### config.mk
export PLATFORM = sky130hd
export DESIGN_NAME = sca_blk_reader
export DESIGN_NICKNAME = d
export VERILOG_FILES = /design/src/rtl/cfeb_sca_pkg.sv /design/src/rtl/sca_blk_fifo.sv /design/src/rtl/sca_blk_reader.sv
export SDC_FILE = /design/constraint.sdc
export NUM_CORES = 1
export LEC_CHECK = 0
export BUFFER_PORTS_ARGS = -buffer_cell sky130_fd_sc_hd__buf_2
export CORE_MARGIN = 10
export CORE_UTILIZATION = 60
export CTS_CLUSTER_DIAMETER = 40
export CTS_CLUSTER_SIZE = 24
export DETAILED_ROUTE_END_ITERATION = 8
export PLACE_DENSITY_LB_ADDON = 0.2
export SLEW_MARGIN = 20
export SYNTH_ARGS = -nofsm -noshare
export SYNTH_HDL_FRONTEND = slang
export SYNTH_HIERARCHICAL = 1
export SYNTH_SLANG_ARGS = --single-unit
### constraint.sdc
create_clock -name clk_i -period 3.2 [get_ports clk_i]
set_input_delay 0.48 -clock clk_i [delete_from_list [all_inputs] [get_ports clk_i]]
set_output_delay 0.48 -clock clk_i [all_outputs]
set_load 0.005 [all_outputs]
### src/rtl/cfeb_sca_pkg.sv
// ============================================================================
// cfeb_sca_pkg : shared types for the SCA block reader (widths, FSM, entries)
// Revision 1.0
// ============================================================================
`default_nettype none

package cfeb_sca_pkg;

  localparam int BLK_W         = 4;
  localparam int CELL_W        = 3;
  localparam int CELLS_PER_BLK = 8;

  typedef enum logic [2:0] {
    IDLE   = 3'd0,
    LOAD   = 3'd1,
    SETTLE = 3'd2,
    CONV   = 3'd3,
    FREE   = 3'd4
  } state_e;

  typedef struct packed {
    logic             last;
    logic [BLK_W-1:0] adr;
  } blk_entry_t;

endpackage

`default_nettype wire

### src/rtl/sca_blk_fifo.sv
// ============================================================================
// sca_blk_fifo : first-word-fall-through FIFO of block entries
// Revision 1.0
// ============================================================================
`default_nettype none

module sca_blk_fifo
  import cfeb_sca_pkg::*;
#(
  parameter int DEPTH = 16
) (
  input  logic                     clk_i,
  input  logic                     rst_i,
  input  logic                     wr_i,
  input  logic                     rd_i,
  input  blk_entry_t               din_i,
  output blk_entry_t               dout_o,
  output logic                     full_o,
  output logic                     empty_o,
  output logic [$clog2(DEPTH):0]   cnt_o
);

  localparam int AW = $clog2(DEPTH);
  localparam logic [AW:0] FULL_CNT = DEPTH[AW:0];

  blk_entry_t     mem_q [DEPTH];
  logic [AW-1:0]  wp_q;
  logic [AW-1:0]  rp_q;
  logic [AW:0]    cnt_q;
  logic           w_do_rd;
  logic           w_do_wr;

  // A write into a full queue is legal when the head leaves in the same cycle
  assign w_do_rd = rd_i && !empty_o;
  assign w_do_wr = wr_i && (!full_o || w_do_rd);

  assign full_o  = (cnt_q == FULL_CNT);
  assign empty_o = (cnt_q == '0);
  assign cnt_o   = cnt_q;
  assign dout_o  = mem_q[rp_q];

  always_ff @(posedge clk_i) begin
    if (w_do_wr) mem_q[wp_q] <= din_i;
  end

  always_ff @(posedge clk_i) begin
    if (rst_i) begin
      wp_q  <= '0;
      rp_q  <= '0;
      cnt_q <= '0;
    end else begin
      if (w_do_wr) wp_q <= wp_q + AW'(1);
      if (w_do_rd) rp_q <= rp_q + AW'(1);
      case ({w_do_wr, w_do_rd})
        2'b10:   cnt_q <= cnt_q + 1'b1;
        2'b01:   cnt_q <= cnt_q - 1'b1;
        default: cnt_q <= cnt_q;
      endcase
    end
  end

endmodule

`default_nettype wire

### src/rtl/sca_blk_reader.sv
// ============================================================================
// sca_blk_reader : steps queued SCA blocks cell by cell through ADC converts
// Optional ADC-ack watchdog enabled by macro SCA_RD_TIMEOUT_EN.
// Revision 1.0
// ============================================================================
`default_nettype none

module sca_blk_reader
  import cfeb_sca_pkg::*;
#(
  parameter int FIFO_DEPTH = 16,
  parameter int NBLKS      = 12,
  parameter int SETTLE_CYC = 3,
  parameter int TMO_CYC    = 255
) (
  input  logic                          clk_i,
  input  logic                          rst_i,
  input  logic                          blk_wr_i,
  input  logic [BLK_W-1:0]              blk_adr_i,
  input  logic                          blk_last_i,
  output logic                          conv_req_o,
  input  logic                          conv_ack_i,
  output logic [BLK_W+CELL_W-1:0]       radr_o,
  output logic                          rd_active_o,
  output logic                          evt_end_o,
  output logic                          fb_stb_o,
  output logic [BLK_W-1:0]              fb_adr_o,
  output logic [$clog2(FIFO_DEPTH):0]   qcnt_o,
  output logic                          ovfl_o,
  output logic                          badr_err_o,
  output logic                          tmo_err_o
);

  localparam logic [3:0]     SETTLE_LAST = 4'(SETTLE_CYC - 1);
  localparam logic [BLK_W:0] NBLKS_L     = NBLKS[BLK_W:0];

  state_e              state_q;
  logic [BLK_W-1:0]    blk_q;
  logic [CELL_W-1:0]   cell_q;
  logic                last_q;
  logic [3:0]          settle_q;
  logic                conv_req_q;
  logic                fb_stb_q;
  logic                evt_end_q;
  logic [BLK_W-1:0]    fb_adr_q;
  logic                ovfl_q;
  logic                badr_q;

  blk_entry_t          w_head;
  blk_entry_t          w_din;
  logic                w_full;
  logic                w_empty;
  logic                w_pop;
  logic                w_bad;
  logic                w_tmo;

  assign w_din = '{last: blk_last_i, adr: blk_adr_i};
  assign w_pop = (state_q == LOAD);
  assign w_bad = ({1'b0, w_head.adr} >= NBLKS_L);

  sca_blk_fifo #(.DEPTH(FIFO_DEPTH)) u_fifo (
    .clk_i   (clk_i),
    .rst_i   (rst_i),
    .wr_i    (blk_wr_i),
    .rd_i    (w_pop),
    .din_i   (w_din),
    .dout_o  (w_head),
    .full_o  (w_full),
    .empty_o (w_empty),
    .cnt_o   (qcnt_o)
  );

`ifdef SCA_RD_TIMEOUT_EN
  localparam logic [7:0] TMO_LAST = 8'(TMO_CYC - 1);
  logic [7:0] wdog_q;
  logic       tmo_q;
  assign w_tmo     = (state_q == CONV) && !conv_ack_i && (wdog_q == TMO_LAST);
  assign tmo_err_o = tmo_q;

  always_ff @(posedge clk_i) begin
    if (rst_i) begin
      wdog_q <= '0;
      tmo_q  <= 1'b0;
    end else begin
      if (state_q != CONV) wdog_q <= '0;
      else                 wdog_q <= wdog_q + 8'd1;
      if (w_tmo) tmo_q <= 1'b1;
    end
  end
`else
  assign w_tmo     = 1'b0;
  assign tmo_err_o = 1'b0;
`endif

  always_ff @(posedge clk_i) begin
    if (rst_i) begin
      state_q    <= IDLE;
      blk_q      <= '0;
      cell_q     <= '0;
      last_q     <= 1'b0;
      settle_q   <= '0;
      conv_req_q <= 1'b0;
      fb_stb_q   <= 1'b0;
      evt_end_q  <= 1'b0;
      fb_adr_q   <= '0;
      ovfl_q     <= 1'b0;
      badr_q     <= 1'b0;
    end else begin
      fb_stb_q  <= 1'b0;
      evt_end_q <= 1'b0;
      if (blk_wr_i && w_full && !w_pop) ovfl_q <= 1'b1;
      case (state_q)
        IDLE: if (!w_empty) state_q <= LOAD;
        LOAD: begin
          // A bad address is dropped without touching RADR, so it keeps its last value
          if (w_bad) begin
            badr_q  <= 1'b1;
            state_q <= IDLE;
          end else begin
            blk_q    <= w_head.adr;
            last_q   <= w_head.last;
            cell_q   <= '0;
            settle_q <= '0;
            state_q  <= SETTLE;
          end
        end
        SETTLE: begin
          if (settle_q == SETTLE_LAST) begin
            conv_req_q <= 1'b1;
            state_q    <= CONV;
          end else begin
            settle_q <= settle_q + 4'd1;
          end
        end
        CONV: begin
          if (conv_ack_i || w_tmo) begin
            conv_req_q <= 1'b0;
            if (cell_q == 3'(CELLS_PER_BLK - 1)) begin
              fb_stb_q  <= 1'b1;
              fb_adr_q  <= blk_q;
              evt_end_q <= last_q;
              state_q   <= FREE;
            end else begin
              cell_q   <= cell_q + 3'd1;
              settle_q <= '0;
              state_q  <= SETTLE;
            end
          end
        end
        FREE:    state_q <= w_empty ? IDLE : LOAD;
        default: state_q <= IDLE;
      endcase
    end
  end

  assign conv_req_o  = conv_req_q;
  assign radr_o      = {blk_q, cell_q};
  assign rd_active_o = (state_q != IDLE);
  assign evt_end_o   = evt_end_q;
  assign fb_stb_o    = fb_stb_q;
  assign fb_adr_o    = fb_adr_q;
  assign ovfl_o      = ovfl_q;
  assign badr_err_o  = badr_q;

endmodule

`default_nettype wire
-- Word-level counts from Yosys, hierarchy flattened
Memory sizes are Yosys's and may differ from the RTL's. A register that Yosys moved wholly into a read port is not among the register bits.
Index checks and enable logic that the tools add are counted.
- bits of input ports: 9
- memories: 1
- logic and storage cells: 90
- flip-flop bits (word level): 37
- output and inout bits: 23
- RAM bits: 80
- order comparisons: 1
- reductions and logical operators: 24
- add/sub/neg operators: 6
- bitwise operators: 4
- muxes and demuxes: 25
- eq/ne operators: 15
- memory list (memory ; depth ; bits a word ; rd ports ; clocked after memory_dff ; wr ports ; line ; RTL):
    u_fifo.mem_q ; 16 ; 5 ; 1 ; 1 ; 1 ; sca_blk_fifo.sv:26 ; blk_entry_t mem_q [DEPTH];
- operators by type and width (operator ; count):
    4-bit two-way mux ; 6
    3-bit two-way mux ; 7
    3-bit case mux with 5 select lines ; 1
    4-bit by 1-bit adder with 4-bit output (second input constant) ; 3
    2-bit inequality test (second input constant) ; 6
    4-bit case mux with 3 select lines ; 1
    5-bit case mux with 2 select lines ; 1
    3-bit AND reduction ; 3
    3-bit by 2-bit == test with 1-bit output (second input constant) ; 2
    3-bit == test (second input constant) ; 2
    1-bit two-way mux ; 6
    3-bit case mux with 2 select lines ; 1
    2-bit nonzero test ; 3
    3-bit nonzero test ; 2
    5-bit by 1-bit adder with 5-bit output (second input constant) ; 1
    5-bit == test (second input constant) ; 1
    5-bit logical NOT ; 1
    5-bit AND reduction ; 1
    5-bit by 1-bit subtractor with 5-bit output (second input constant) ; 1
    4-bit by 2-bit == test with 1-bit output (second input constant) ; 1
    4-bit greater-or-equal comparator (second input constant) ; 1
    1-bit logical AND ; 4
    1-bit NOT ; 4
    2-bit AND reduction ; 2
    other kinds (12) ; 14

-- Logic depth before layout (Yosys ltp)
- depth after elaboration: 7
- mapped depth: 11

-- By module
The synthesis kept the hierarchy.
- modules (own cells, without submodules) (module ; cells each ; area an instance (µm²) ; instances):
    sca_blk_fifo ; 251 ; 4077.7 ; 1
    sca_blk_reader ; 130 ; 1132.3 ; 1

-- Worst setup path before layout
OpenSTA, ideal clock, no wires.
- path type: reg-to-reg
- start point: register state_q[1]
- end point: register u_fifo.cnt_q[4], in the netlist u_fifo/cnt_o[4]
- path buffers: 1
- data arrival time: 2659 ps
- period minus slack after synthesis: 2793 ps
- slack: 407 ps
- stages on the path, launching flop included: 11
- data required time: 3066 ps
- cells stage by stage: dfxtp_1 -> buf_4 -> or3b_4 -> inv_2 -> nor2b_1 -> o21ai_4 -> fa_1 -> nand2b_1 -> o2bb2ai_1 -> mux2i_1 -> or4_1
- longest elaborated chain between the ends: 6
- elaborated cells between the ends (all ways): 8
- classes of those cells: eq/ne (3); mux (1); reduce/logical (4)
- RTL lines (what ; line ; RTL):
    from (decl) ; sca_blk_reader.sv:37 ; state_e state_q;
    from (signal assigned) ; sca_blk_reader.sv:150 ; FREE: state_q <= w_empty ? IDLE : LOAD;
    3-bit by 1-bit == test with 1-bit output (*) ; sca_blk_reader.sv:58 ; assign w_pop = (state_q == LOAD);
    net w_pop ; sca_blk_reader.sv:53 ; logic w_pop;
    1-bit logical AND (*) ; sca_blk_fifo.sv:34 ; assign w_do_rd = rd_i && !empty_o;
    1-bit logical OR ; sca_blk_fifo.sv:35 ; assign w_do_wr = wr_i && (!full_o || w_do_rd);
    1-bit logical AND ; sca_blk_fifo.sv:35 ;
    2-bit by 1-bit == test with 1-bit output / 2-bit == test (equally long branches) ; sca_blk_fifo.sv:54 ; case ({w_do_wr, w_do_rd})
    5-bit case mux with 2 select lines / 2-bit nonzero test (equally long branches) ; n/a ;
    to (signal assigned) ; sca_blk_fifo.sv:55 ; 2'b10: cnt_q <= cnt_q + 1'b1;
    to (signal assigned) ; sca_blk_fifo.sv:56 ; 2'b01: cnt_q <= cnt_q - 1'b1;
    to (signal assigned) ; sca_blk_fifo.sv:57 ; default: cnt_q <= cnt_q;
    to (decl) ; sca_blk_fifo.sv:29 ; logic [AW:0] cnt_q;
The timed path passes the listed nets; every way through them passes the cells marked *.
A chain may end at the register's enable or synchronous reset.

-- Worst setup path after layout
- start point: register state_q[2]
- end point: register u_fifo.cnt_q[4], in the netlist u_fifo/cnt_o[4]
The elaborated chain is that of the path after synthesis.

==> key figures <==
Layout
  – Post-layout util: 0.731
  – Commonest non-fill, non-tap cells in the layout: 80 x sky130_fd_sc_hd__edfxtp_1, 41 x sky130_fd_sc_hd__dfxtp_1, 37 x sky130_fd_sc_hd__nor2_1
  – Non-filler cells in the finished layout: 543
  – Design Area, Final: between 6000 and 7000 um^2
  – Area added between synthesis and finish: 17.0%
  – Antenna diode count: 0
  – Fillcell total: 532
  – Commonest non-fill, non-tap cell in the layout: sky130_fd_sc_hd__edfxtp_1
  – Fraction of layout instances using a drive strength above 1: 0.240
  – Count of nets after finishing: 447

Power
  – Clock group share of total power: 0.387
  – Fraction of power consumed by sequential logic: 0.379
  – Switching power as a share of total power: 0.284
  – Cell leakage power: ~2.3 nW
  – Internal power summed over all cells: 0.00355 W
  – Worst vdd ir: 483 uV
  – Power spent charging and discharging nets: 0.00140 W
  – Portion of total power attributed to combinational logic: 0.234
  – Ratio of total power to cell area: 812 nW/um^2

Status
  – Result of the run: completed

Timing
  – Total count of max-transition violations in the final report: 0
  – Final clock skew: roughly 10 ps
  – Fmax: ~0.36 GHz
  – Setup ws final: 407 ps
  – Measured slew at the worst slew-check pin: 676 ps
  – Final period utilization: 0.873
  – Fin crit period: 2790 ps
  – Worst-case headroom to the max-slew limit: 0.548
  – Final hold vios: 0
  – Setup repair after global routing missed its margin: false
  – Total negative slack: 0 ps
  – Setup violators final: 0

Drt
  – Remaining antenna violation count: 0
  – Via count of the routed design: between 3,000 and 4,000
  – Starting DRC count in detailed routing: 199
  – Routed len/inst: 19.6 um
  – Detailed-route wire length: between 10 and 15 mm
  – Via-to-Cell Ratio: approximately 6.0
  – Detailed-router iteration count before antenna repair: 5
  – DRC errors left: 0

Floorplan
  – Width of the die: 113 um
  – Core area: 8340 um^2
  – Vertical die dimension: 113 um
  – Floorplan die area: roughly 13,000 um^2
  – Std cell rows: 33
  – Top-level port count: 32
  – Starting Density: 0.625

Clock tree
  – Insertion delay of the later-clocked pin in the worst-skew pair: 510 ps
  – Cts bufs inserted: 17
  – Max H-tree Level: 4
  – Post-CTS resize count: 0
  – Hold Buf Count CTS: 0
  – Post CTS Setup Buffer Count: 0
  – CTS tree: built
  – Num Clock Sinks: 121
  – Clock-pin slew reported for the worst setup and hold paths after clock tree synthesis: 60 ps
  – Root buffer cell: sky130_fd_sc_hd__clkbuf_8
  – Number of buffers on the longest clock path: 2

Critical path
  – First element of the critical path: state_q[2]
  – CP required: roughly 3600 ps
  – CP Capture Type: register
  – Worst path arrival time: 3170 ps
  – Max FO, Critical Path: 10
  – Highest cell delay on the worst timing path: 490 ps
  – Slack of the worst reg-to-reg path: 410 ps
  – Worst-path cell with the longest stage delay: sky130_fd_sc_hd__or4_1
  – Critical path launch point type: register
  – Sum of buffers and inverters on the critical path: 1
  – Setup crit end: u_fifo/cnt_o[4]
  – Cells on worst reg2reg path: 9
  – Startpoint-to-endpoint class of the critical path: reg -> reg
  – Cells traversed along the worst timing path: or3b_4 -> inv_2 -> nor2b_1 -> o21ai_4 -> fa_1 -> nand2b_1 -> o2bb2ai_1 -> nor3b_1 -> or4_1
  – End of the worst register-to-register path: u_fifo/cnt_o[4]
  – Beginning of the worst register-to-register path: state_q[2]
  – Stages on the worst setup path: 9
  – Crit-path leading delay family: simple AND/OR/NAND/NOR gates

Global route
  – All-layer global routing usage: 0.171
  – Wire length of the first global-routing pass: 17.2 mm
  – Total congestion overflow after global routing: 0
  – Number of global-route vias before repair: 3,310
  – Number of antenna violations at the first check in global routing: 0
  – Pin count of the biggest net entering global routing: 37

Placed design
  – Final HPWL from detailed placement: 6.86 mm
  – Post-placement setup slack: 494 ps
  – IO buf count: 30
  – Post-Place Cells: about 510
  – Post-placement cell area: approximately 5500 um^2
  – Routability congestion estimate: 0.792

Logic synthesis
  – Synth Cell Area: 5210 um^2
  – Synth warnings: 6
  – Largest family of logic cells by synthesized area: simple AND/OR/NAND/NOR gates
  – Compound-cell area share of the yosys netlist: 0.0740
  – Simple logic cell fraction of the synthesized area: 0.129
  – Mapped Cells: between 300 and 400
  – Number of distinct standard cells referenced by the synthesized netlist: slightly below 60
  – FFs w/ async S/R, synth: 0
  – Avg Inst Size Synth: 13.7 um^2
  – Multiplexer share of the synthesized area: 0.110
  – Flops & latches, synth: 121
  – Post-synth top flop: sky130_fd_sc_hd__edfxtp_1
  – Xor/xnor cell area share of the yosys netlist: 0.00841
  – Post-synth EDFFs: 80
  – Synth Net Count: 403
  – Sequential area share after synthesis: 0.619
  – Area share of fa/ha/maj cells after synthesis: 0.0327

Job
  – Max-cap violations: 0

Worst hold path
  – Start point of the worst min-delay path: conv_ack_i
  – Worst Hold Class: in -> reg
[tightest hold or removal path, stage by stage]
cell,delay (ps)
sky130_fd_sc_hd__buf_2,130
sky130_fd_sc_hd__nand2_1,60
sky130_fd_sc_hd__a2bb2oi_1,50
sky130_fd_sc_hd__nor2_1,70
[synthesized netlist by cell type, types with 3 or more instances]
library cell | number | share of area
sky130_fd_sc_hd__a21oi_1 | 12 | 0.012
sky130_fd_sc_hd__a22oi_1 | 10 | 0.014
sky130_fd_sc_hd__and2_1 | 8 | 0.0096
sky130_fd_sc_hd__and3_1 | 6 | 0.0072
sky130_fd_sc_hd__buf_2 | 4 | 0.0038
sky130_fd_sc_hd__clkbuf_1 | 9 | 0.0065
sky130_fd_sc_hd__dfxtp_1 | 41 | 0.16
sky130_fd_sc_hd__edfxtp_1 | 80 | 0.46
sky130_fd_sc_hd__ha_1 | 12 | 0.029
sky130_fd_sc_hd__inv_1 | 14 | 0.010
sky130_fd_sc_hd__mux2i_1 | 11 | 0.021
sky130_fd_sc_hd__mux4_2 | 20 | 0.086
sky130_fd_sc_hd__nand2_1 | 14 | 0.010
sky130_fd_sc_hd__nand2b_1 | 7 | 0.0084
sky130_fd_sc_hd__nand3_1 | 10 | 0.0096
sky130_fd_sc_hd__nor2_1 | 37 | 0.027
sky130_fd_sc_hd__nor2b_1 | 8 | 0.0096
sky130_fd_sc_hd__nor3_1 | 9 | 0.0086
sky130_fd_sc_hd__nor3b_1 | 3 | 0.0043
sky130_fd_sc_hd__nor4_1 | 5 | 0.0060
sky130_fd_sc_hd__o21a_1 | 5 | 0.0072
sky130_fd_sc_hd__o21ai_0 | 3 | 0.0029
sky130_fd_sc_hd__o21ai_1 | 3 | 0.0029
sky130_fd_sc_hd__o21ai_2 | 3 | 0.0050
sky130_fd_sc_hd__xor2_1 | 3 | 0.0050
[layer usage]
| layer | vias up | global-route usage | routed length (um) |
|---|---|---|---|
| met5 | - | 0 | 0 |
| met4 | 0 | 0.0584 | 108 |
| met3 | 10 | 0.0497 | 570 |
| met2 | 106 | 0.268 | 5230 |
| met1 | 1607 | 0.221 | 4720 |
| li1 | 1528 | - | - |
[sequential cells by signal, summed over array words and instances, names as in the netlist, named ones only]
signal and cells:
evt_end_o 1, ovfl_o 1, cell_q 3, u_fifo/rp_q 4, last_q 1, u_fifo/cnt_o 5, fb_stb_o 1, u_fifo/mem_q 80
conv_req_o 1, blk_q 4, settle_q 4, fb_adr_o 4, state_q 3, badr_err_o 1, u_fifo/wp_q 4
[worst min path at each step]
stage | to | slack, ps | cells after the start
after global placement | last_q | 440 | 2
final | conv_req_o | 320 | 4
after CTS | conv_req_o | 300 | 4
after detailed placement | last_q | 460 | 2
after global routing | u_fifo/mem_q[9][3] | 350 | 1
after floorplan | evt_end_o | 430 | 1
[power by group through the flow]
stage,logic (W),clock network (W),registers [W]
after floorplan,0.000878,0,0.00188
after global placement,0.00112,0,0.00190
after detailed placement,0.00114,0,0.00190
after CTS,0.00116,0.00193,0.00187
after global routing,0.00127,0.00201,0.00189
final,0.00116,0.00192,0.00188
[metrics by stage]
stage / hold slack [ps] / total power, W
floorplan: 430 / 0.00275
CTS: 301 / 0.00497
global route: 346 / 0.00518
global placement: 444 / 0.00301
detailed placement: 457 / 0.00304
finish: 318 / 0.00495
[cells by family after synthesis]
group,after synthesis
AO/OA/AOI/OAI,53
XOR/XNOR,5
adder cells (fa/ha/maj),13
buffers and inverters,32
flip-flops,121
multiplexers,32
other,1
AND/OR/NAND/NOR,124
[layout make-up]
cell class	count	area, um^2	share of cell area
Clock buffer	20	425	0.0698
Clock inverter	12	174	0.0285
Inverter	16	60.1	0.00986
Multi-Input combinational cell	228	1850	0.303
Sequential cell	121	3220	0.529
Tap cell	105	131	0.0216
Timing Repair Buffer	41	233	0.0382
Power figures use the tool's default switching activity.
